### config.mk
export PLATFORM = sky130hd
export DESIGN_NAME = sdram_rw_arb_flat
export DESIGN_NICKNAME = d
export VERILOG_FILES = /design/src/rtl/sdram_rw_arb_pkg.sv /design/src/rtl/sdram_rw_arb_if.sv /design/src/rtl/sdram_burst_ptr.sv /design/src/rtl/sdram_rw_arb.sv /design/src/flat_wrapper.sv
export SDC_FILE = /design/constraint.sdc
export NUM_CORES = 1
export LEC_CHECK = 0
export BUFFER_PORTS_ARGS = -buffer_cell sky130_fd_sc_hd__buf_2
export CAP_MARGIN = 10
export CORE_MARGIN = 1
export CORE_UTILIZATION = 43
export DETAILED_ROUTE_END_ITERATION = 8
export PLACE_DENSITY = 0.65
export SLEW_MARGIN = 20
export SYNTH_ARGS = -nofsm -noshare
export SYNTH_HDL_FRONTEND = slang
export SYNTH_HIERARCHICAL = 1
export SYNTH_SLANG_ARGS = --single-unit
### constraint.sdc
create_clock -name clk_133M_i -period 2.7 [get_ports clk_133M_i]
set_input_delay 0 -clock clk_133M_i [delete_from_list [all_inputs] [get_ports clk_133M_i]]
set_output_delay 0 -clock clk_133M_i [all_outputs]
set_load 0.05 [all_outputs]
### src/rtl/sdram_rw_arb_pkg.sv
// Shared types and defaults for the camera/VGA SDRAM burst arbiter.
package sdram_rw_arb_pkg;

  localparam int unsigned ADDR_W          = 22;
  localparam int unsigned FILL_W          = 11;
  localparam int unsigned BURST_LEN_DEF   = 256;
  localparam int unsigned FRAME_WORDS_DEF = 307200;
  localparam int unsigned FB_BASE_DEF     = 0;
  localparam int unsigned WR_MIN_DEF      = 256;
  localparam int unsigned RD_THRESH_DEF   = 1024;
  localparam int unsigned RD_URGENT_DEF   = 256;

  typedef enum logic [1:0] {
    ST_IDLE      = 2'd0,
    ST_REQ       = 2'd1,
    ST_WAIT_DONE = 2'd2
  } arb_state_e;

  // Frame-buffer address, wrapping naturally modulo 2^ADDR_W.
  function automatic logic [ADDR_W-1:0] fb_addr(input logic [ADDR_W-1:0] base,
                                                input logic [ADDR_W-1:0] ptr);
    return base + ptr;
  endfunction

endpackage

### src/rtl/sdram_rw_arb_if.sv
// Bundle of FIFO levels, frame restarts and the SDRAM controller handshake.
interface sdram_rw_arb_if;
  import sdram_rw_arb_pkg::*;

  logic              init_done;
  logic [FILL_W-1:0] wr_fifo_used;
  logic [FILL_W-1:0] rd_fifo_used;
  logic              frame_sync_wr;
  logic              fifo_clear;
  logic              sdram_ack;
  logic              sdram_done;
  logic              sdram_req;
  logic              sdram_wr;
  logic [ADDR_W-1:0] sdram_addr;
  logic              busy;

  modport master (
    input  init_done, wr_fifo_used, rd_fifo_used, frame_sync_wr, fifo_clear,
           sdram_ack, sdram_done,
    output sdram_req, sdram_wr, sdram_addr, busy
  );

  modport slave (
    output init_done, wr_fifo_used, rd_fifo_used, frame_sync_wr, fifo_clear,
           sdram_ack, sdram_done,
    input  sdram_req, sdram_wr, sdram_addr, busy
  );

endinterface

### src/rtl/sdram_burst_ptr.sv
// One side's burst pointer: advance on its own burst completion, wrap at the
// frame end, and defer frame restarts that arrive while the arbiter is busy.
module sdram_burst_ptr
  import sdram_rw_arb_pkg::*;
#(
  parameter int unsigned BURST_LEN   = BURST_LEN_DEF,
  parameter int unsigned FRAME_WORDS = FRAME_WORDS_DEF
) (
  input  logic              clk_i,
  input  logic              rst_ni,
  input  logic              idle_i,
  input  logic              done_i,
  input  logic              own_i,
  input  logic              restart_i,
  output logic [ADDR_W-1:0] ptr_o
);

  localparam int unsigned SUM_W = ADDR_W + 1;

  logic [ADDR_W-1:0] ptr_q, ptr_d;
  logic              pend_q, pend_d;
  logic [ADDR_W:0]   sum_s;

  // Next pointer; any done is the return to IDLE, so a pending restart lands
  // there whether the finished burst was ours or the other side's.
  always_comb begin
    ptr_d  = ptr_q;
    pend_d = pend_q;
    sum_s  = {1'b0, ptr_q} + SUM_W'(BURST_LEN);
    if (done_i) begin
      if (restart_i || pend_q) begin
        ptr_d = {ADDR_W{1'b0}};
      end else if (own_i) begin
        ptr_d = (sum_s >= SUM_W'(FRAME_WORDS)) ? {ADDR_W{1'b0}} : sum_s[ADDR_W-1:0];
      end else begin
        ptr_d = ptr_q;
      end
      pend_d = 1'b0;
    end else if (idle_i) begin
      if (restart_i || pend_q) begin
        ptr_d = {ADDR_W{1'b0}};
      end else begin
        ptr_d = ptr_q;
      end
      pend_d = 1'b0;
    end else begin
      pend_d = pend_q || restart_i;
    end
  end

  // Pointer and pending-restart registers.
  always_ff @(posedge clk_i) begin
    if (!rst_ni) begin
      ptr_q  <= {ADDR_W{1'b0}};
      pend_q <= 1'b0;
    end else begin
      ptr_q  <= ptr_d;
      pend_q <= pend_d;
    end
  end

  assign ptr_o = ptr_q;

endmodule

### src/rtl/sdram_rw_arb.sv
// Arbitrates SDRAM bursts between the camera write FIFO and the VGA read FIFO,
// with urgent-read priority and round-robin on ties.
module sdram_rw_arb
  import sdram_rw_arb_pkg::*;
#(
  parameter int unsigned BURST_LEN   = BURST_LEN_DEF,
  parameter int unsigned FRAME_WORDS = FRAME_WORDS_DEF,
  parameter int unsigned FB_BASE     = FB_BASE_DEF,
  parameter int unsigned WR_MIN      = WR_MIN_DEF,
  parameter int unsigned RD_THRESH   = RD_THRESH_DEF,
  parameter int unsigned RD_URGENT   = RD_URGENT_DEF
) (
  input  logic           clk_133M_i,
  input  logic           rst_133i,
  sdram_rw_arb_if.master bus
);

  arb_state_e        state_q, state_d;
  logic              req_q, req_d;
  logic              wr_q, wr_d;
  logic              busy_q, busy_d;
  logic              last_wr_q, last_wr_d;
  logic [ADDR_W-1:0] addr_q, addr_d;
  logic [ADDR_W-1:0] rd_ptr_s, wr_ptr_s;
  logic              rd_elig_s, rd_urgent_s, wr_elig_s, grant_wr_s;
  logic              done_s, idle_s;

  assign idle_s = (state_q == ST_IDLE);
  assign done_s = (state_q == ST_WAIT_DONE) && bus.sdram_done;

  // Eligibility and grant choice.
  always_comb begin
    rd_elig_s   = bus.init_done && (32'(bus.rd_fifo_used) < RD_THRESH);
    rd_urgent_s = bus.init_done && (32'(bus.rd_fifo_used) < RD_URGENT);
    wr_elig_s   = bus.init_done && (32'(bus.wr_fifo_used) >= WR_MIN);
    if (rd_urgent_s) begin
      grant_wr_s = 1'b0;
    end else if (rd_elig_s && wr_elig_s) begin
      grant_wr_s = !last_wr_q;
    end else begin
      grant_wr_s = wr_elig_s;
    end
  end

  // Next-state and registered-output logic.
  always_comb begin
    state_d   = state_q;
    req_d     = req_q;
    wr_d      = wr_q;
    addr_d    = addr_q;
    last_wr_d = last_wr_q;
    case (state_q)
      ST_IDLE: begin
        if (rd_elig_s || wr_elig_s) begin
          state_d = ST_REQ;
          req_d   = 1'b1;
          wr_d    = grant_wr_s;
          addr_d  = fb_addr(ADDR_W'(FB_BASE), grant_wr_s ? wr_ptr_s : rd_ptr_s);
        end else begin
          state_d = ST_IDLE;
        end
      end
      ST_REQ: begin
        if (bus.sdram_ack) begin
          state_d = ST_WAIT_DONE;
          req_d   = 1'b0;
        end else begin
          state_d = ST_REQ;
        end
      end
      ST_WAIT_DONE: begin
        if (bus.sdram_done) begin
          state_d   = ST_IDLE;
          last_wr_d = wr_q;
        end else begin
          state_d = ST_WAIT_DONE;
        end
      end
      default: begin
        state_d = ST_IDLE;
        req_d   = 1'b0;
      end
    endcase
    busy_d = (state_d != ST_IDLE);
  end

  // State and output registers; last_grant resets to write so a tie reads first.
  always_ff @(posedge clk_133M_i) begin
    if (!rst_133i) begin
      state_q   <= ST_IDLE;
      req_q     <= 1'b0;
      wr_q      <= 1'b0;
      addr_q    <= {ADDR_W{1'b0}};
      busy_q    <= 1'b0;
      last_wr_q <= 1'b1;
    end else begin
      state_q   <= state_d;
      req_q     <= req_d;
      wr_q      <= wr_d;
      addr_q    <= addr_d;
      busy_q    <= busy_d;
      last_wr_q <= last_wr_d;
    end
  end

  sdram_burst_ptr #(
    .BURST_LEN  (BURST_LEN),
    .FRAME_WORDS(FRAME_WORDS)
  ) u_rd_ptr (
    .clk_i    (clk_133M_i),
    .rst_ni   (rst_133i),
    .idle_i   (idle_s),
    .done_i   (done_s),
    .own_i    (!wr_q),
    .restart_i(bus.fifo_clear),
    .ptr_o    (rd_ptr_s)
  );

  sdram_burst_ptr #(
    .BURST_LEN  (BURST_LEN),
    .FRAME_WORDS(FRAME_WORDS)
  ) u_wr_ptr (
    .clk_i    (clk_133M_i),
    .rst_ni   (rst_133i),
    .idle_i   (idle_s),
    .done_i   (done_s),
    .own_i    (wr_q),
    .restart_i(bus.frame_sync_wr),
    .ptr_o    (wr_ptr_s)
  );

  assign bus.sdram_req  = req_q;
  assign bus.sdram_wr   = wr_q;
  assign bus.sdram_addr = addr_q;
  assign bus.busy       = busy_q;

endmodule

### src/flat_wrapper.sv
// flat-port wrapper written by rule: the top's interface ports become plain ports
module sdram_rw_arb_flat import sdram_rw_arb_pkg::*;
#(
  parameter int unsigned BURST_LEN   = BURST_LEN_DEF,
  parameter int unsigned FRAME_WORDS = FRAME_WORDS_DEF,
  parameter int unsigned FB_BASE     = FB_BASE_DEF,
  parameter int unsigned WR_MIN      = WR_MIN_DEF,
  parameter int unsigned RD_THRESH   = RD_THRESH_DEF,
  parameter int unsigned RD_URGENT   = RD_URGENT_DEF
)
  (clk_133M_i, rst_133i, bus_init_done, bus_wr_fifo_used, bus_rd_fifo_used, bus_frame_sync_wr, bus_fifo_clear, bus_sdram_ack, bus_sdram_done, bus_sdram_req, bus_sdram_wr, bus_sdram_addr, bus_busy);
  sdram_rw_arb_if bus_i ();
  input  logic clk_133M_i;
  input  logic rst_133i;
  input wire logic [$bits(bus_i.init_done)-1:0] bus_init_done;
  input wire logic [$bits(bus_i.wr_fifo_used)-1:0] bus_wr_fifo_used;
  input wire logic [$bits(bus_i.rd_fifo_used)-1:0] bus_rd_fifo_used;
  input wire logic [$bits(bus_i.frame_sync_wr)-1:0] bus_frame_sync_wr;
  input wire logic [$bits(bus_i.fifo_clear)-1:0] bus_fifo_clear;
  input wire logic [$bits(bus_i.sdram_ack)-1:0] bus_sdram_ack;
  input wire logic [$bits(bus_i.sdram_done)-1:0] bus_sdram_done;
  output wire logic [$bits(bus_i.sdram_req)-1:0] bus_sdram_req;
  output wire logic [$bits(bus_i.sdram_wr)-1:0] bus_sdram_wr;
  output wire logic [$bits(bus_i.sdram_addr)-1:0] bus_sdram_addr;
  output wire logic [$bits(bus_i.busy)-1:0] bus_busy;
  assign bus_i.init_done = bus_init_done;
  assign bus_i.wr_fifo_used = bus_wr_fifo_used;
  assign bus_i.rd_fifo_used = bus_rd_fifo_used;
  assign bus_i.frame_sync_wr = bus_frame_sync_wr;
  assign bus_i.fifo_clear = bus_fifo_clear;
  assign bus_i.sdram_ack = bus_sdram_ack;
  assign bus_i.sdram_done = bus_sdram_done;
  assign bus_sdram_req = bus_i.sdram_req;
  assign bus_sdram_wr = bus_i.sdram_wr;
  assign bus_sdram_addr = bus_i.sdram_addr;
  assign bus_busy = bus_i.busy;
  sdram_rw_arb #(.BURST_LEN(BURST_LEN), .FRAME_WORDS(FRAME_WORDS), .FB_BASE(FB_BASE), .WR_MIN(WR_MIN), .RD_THRESH(RD_THRESH), .RD_URGENT(RD_URGENT)) u_core (.clk_133M_i(clk_133M_i), .rst_133i(rst_133i), .bus(bus_i));
endmodule
==> impl_metrics.toml <==
[sta]
setup_slack_ns = 0.600
worst_hold_slack_ns = 0.0630
timing.fmax_ghz = 0.476
tightest_slew_ns = 0.671
setup_tns_ns = 0
relSlewSlack_pct = 55.1
finClkSkew_ns = 0.00803
min_period_ns = 2.10
period_share_pct = 77.8
hold_viol = 0
grt_setup_unrepaired = "no"
finalSetupViolCount = 0
drv_slew = 0

[worst_setup_path]
reg2reg_depth = 7
reg2reg_slack_ns = 0.60
critPathLaunchType = "flip-flop"
r2r-start = "u_core/u_wr_ptr/ptr_o[9]"
crit_start = "u_core/u_wr_ptr/ptr_o[9]"
r2r-end = "u_core/u_wr_ptr/ptr_o[18]"
crit_required_ns = 2.96
cp_slowest_cell = "a21oi_1"
cp.arrival_ns = 2.36
cp.depth = 7
critPathMaxFanout = 9
path_buf_inv = 0
critPathTopFamily = "compound AO/OA/AOI/OAI gates"
critPathKind = "flip-flop to flip-flop"
cp-endpoint = "u_core/u_wr_ptr/ptr_o[18]"
end_kind = "flip-flop"
slowest_delay_ns = 0.49
worstPathCellList = "ha_1 > nand4_1 > nor2_1 > nand2_1 > a21oi_1 > o21ai_2 > o221ai_1"

[floorplan]
core_um2 = 7210
die_h_um = 88.3
io_pins = 54
die_w_um = 88.3
fp-row-count = 31
start_util_pct = 44.4
dieArea_um2 = 7800

[clock_network]
h-tree-depth = 3
clock_latency_ns = 0.34
clock-root-buffer = "clkbuf_8"
clock_sinks = 58
clk_pin_slew_ns = 0.07
numCtsBuffers = 9
clockBufferDepth = 2
cts_resized = 0
cts_tree = "built"

[pwr]
p_leak_nw = 1.37
ir_worst_vdd_mv = 0.293
cellPowerDensity_nw_per_um2 = 543

[job]
cap_violations = 0

[grt]
grt_max_degree = 44
grt_use_total_pct = 20.2
antenna_found_initial = 0
grt_overflow = 0
grt_pass1_wl_mm = 12.2
grt_pass1_vias = 2627

[logic_synthesis]
synth-async-reset-ratio_pct = 0
synth.avg_cell_area_um2 = 7.84
seq_area_frac_synth_pct = 36.2
yosys_most_used_dff = "dfxtp_1"
synth_edf_count = 0
synth_cell_type_count = 52
netlist_area_um2 = 3210
syn_inst = 409
ys_warn_count = 6
synth_seq_cells = 58

[finish]
regArea_um2 = 1160
fill_cells = 752
drive_above_1_share_pct = 17.5
final_cell_mix = "nand2_1, dfxtp_1, buf_2"
nets = 473
diodes = 0
final_common_cell = "nand2_1"
multi_input_area_um2 = 1810
syn2layout_area_growth_pct = 11.2
fin_area_um2 = 3560

[route]
final_antenna_net_count = 0
vias = 2907
avgRoutedWirePerCell_um = 13.7
wl_mm = 7.44
drc = 0
drt-pass1-iter-count = 4
via_per_inst = 5.34
drtIter0Drc = 136

[placed_design]
gp_congestion = 0.825
port_buffers = 37
dp.final_hpwl_mm = 5.01
place_ws_ns = 0.599
postPlaceCellArea_um2 = 3360

[worst_hold_path]
hold_path.class = "primary input to flip-flop"

[run_status]
outcome = "completed"
[flip-flops by register name (all words and copies together) (netlist names)]
register and count:
u_core/bus.sdram_wr 1, u_core/u_wr_ptr/ptr_o 14, u_core/bus.sdram_addr 22, u_core/u_rd_ptr/ptr_o 14, u_core/last_wr_q 1, u_core/bus.sdram_req 1, u_core/u_rd_ptr/pend_q 1, u_core/bus.busy 1
u_core/state_q 2, u_core/u_wr_ptr/pend_q 1
[worst register-to-register path, delay by kind of cell (launching register included)]
family / cells / cell delay (ns)
AO/OA/AOI/OAI: 3 / 0.79
AND/OR/NAND/NOR: 3 / 0.56
flip-flops: 1 / 0.33
adder cells (fa/ha/maj): 1 / 0.33
[metrics by stage]
| stage | util (%) | power, W | instances |
|---|---|---|---|
| floorplan | - | 0.00116 | 423 |
| global placement | 46.6 | 0.00121 | 526 |
| detailed placement | 46.6 | 0.00121 | 526 |
| CTS | 49.4 | 0.00196 | 544 |
| global route | 49.4 | 0.00202 | 544 |
| finish | 49.4 | 0.00193 | 544 |
[area by class of cell]
cell class | instances | share of cell area, %
tap | 99 | 3.48
sequential | 58 | 32.6
timing repair buffer | 46 | 7.23
multi-input combinational | 316 | 50.7
clock buffer | 12 | 4.35
inverter | 9 | 0.948
clock inverter | 4 | 0.737
[repair_timing]
action                                 in CTS  in global routing
hold buffers                                2                  0
endpoints found under the hold margin       2                  0
buffers inserted                            0                  0
[worst min-delay path by stage]
| stage | to | cells past startpoint | slack, ns | startpoint |
|---|---|---|---|---|
| finish | u_core/u_rd_ptr/pend_q | 3 | 0.06 | bus_fifo_clear |
| detailed placement | u_core/state_q[1] | 3 | 0.31 | bus_sdram_ack |
| CTS | u_core/u_rd_ptr/pend_q | 3 | 0.05 | bus_fifo_clear |
| global route | u_core/u_rd_ptr/pend_q | 3 | 0.09 | bus_fifo_clear |
| global placement | u_core/state_q[1] | 3 | 0.28 | bus_sdram_ack |
| floorplan | u_core/u_rd_ptr/ptr_o[19] | 1 | 0.15 | rst_133i |
[power by group]
group	switching, W	total, W	internal (W)
clock network	0.000358	0.000739	0.000381
registers	0.0000187	0.000911	0.000892
logic	0.000213	0.000284	0.0000705
total	0.000589	0.00193	0.00134
[cell families after synthesis]
logic type,share of synthesized area [%]
buf+inv,9.09
fa+ha+maj,1.56
other cells,0.234
simple gates,29.1
xor+xnor,1.09
mux,1.25
flops,36.2
compound gates,21.5
[synthesized netlist by cell type, types with 3 or more instances]
master / count / area, µm²
a31oi_1: 28 / 175
buf_2: 14 / 70.1
nor2_1: 21 / 78.8
nand4_1: 6 / 37.5
buf_6: 4 / 45.0
o31ai_1: 3 / 22.5
buf_4: 16 / 120
nand2_1: 95 / 357
o21ai_0: 24 / 120
nor3_1: 4 / 20.0
mux2i_1: 4 / 40.0
a21oi_1: 6 / 30.0
inv_1: 9 / 33.8
dfxtp_1: 58 / 1160
nor2b_1: 12 / 75.1
ha_1: 4 / 50.1
and3_1: 6 / 37.5
and2_1: 5 / 31.3
nor4_1: 4 / 25.0
o221ai_1: 12 / 105
clkbuf_1: 4 / 15.0
o21ai_1: 11 / 55.1
nand3_1: 8 / 40.0
[metal layers]
layer / vias to the layer above / global-route usage [%] / wire length (µm)
met5: - / 0 / 0
met4: 0 / 6.89 / 87
met3: 11 / 5.88 / 346
met2: 65 / 32.9 / 3390
met1: 1350 / 25.6 / 3610
li1: 1481 / - / -
(Power assumes the default switching activity.)
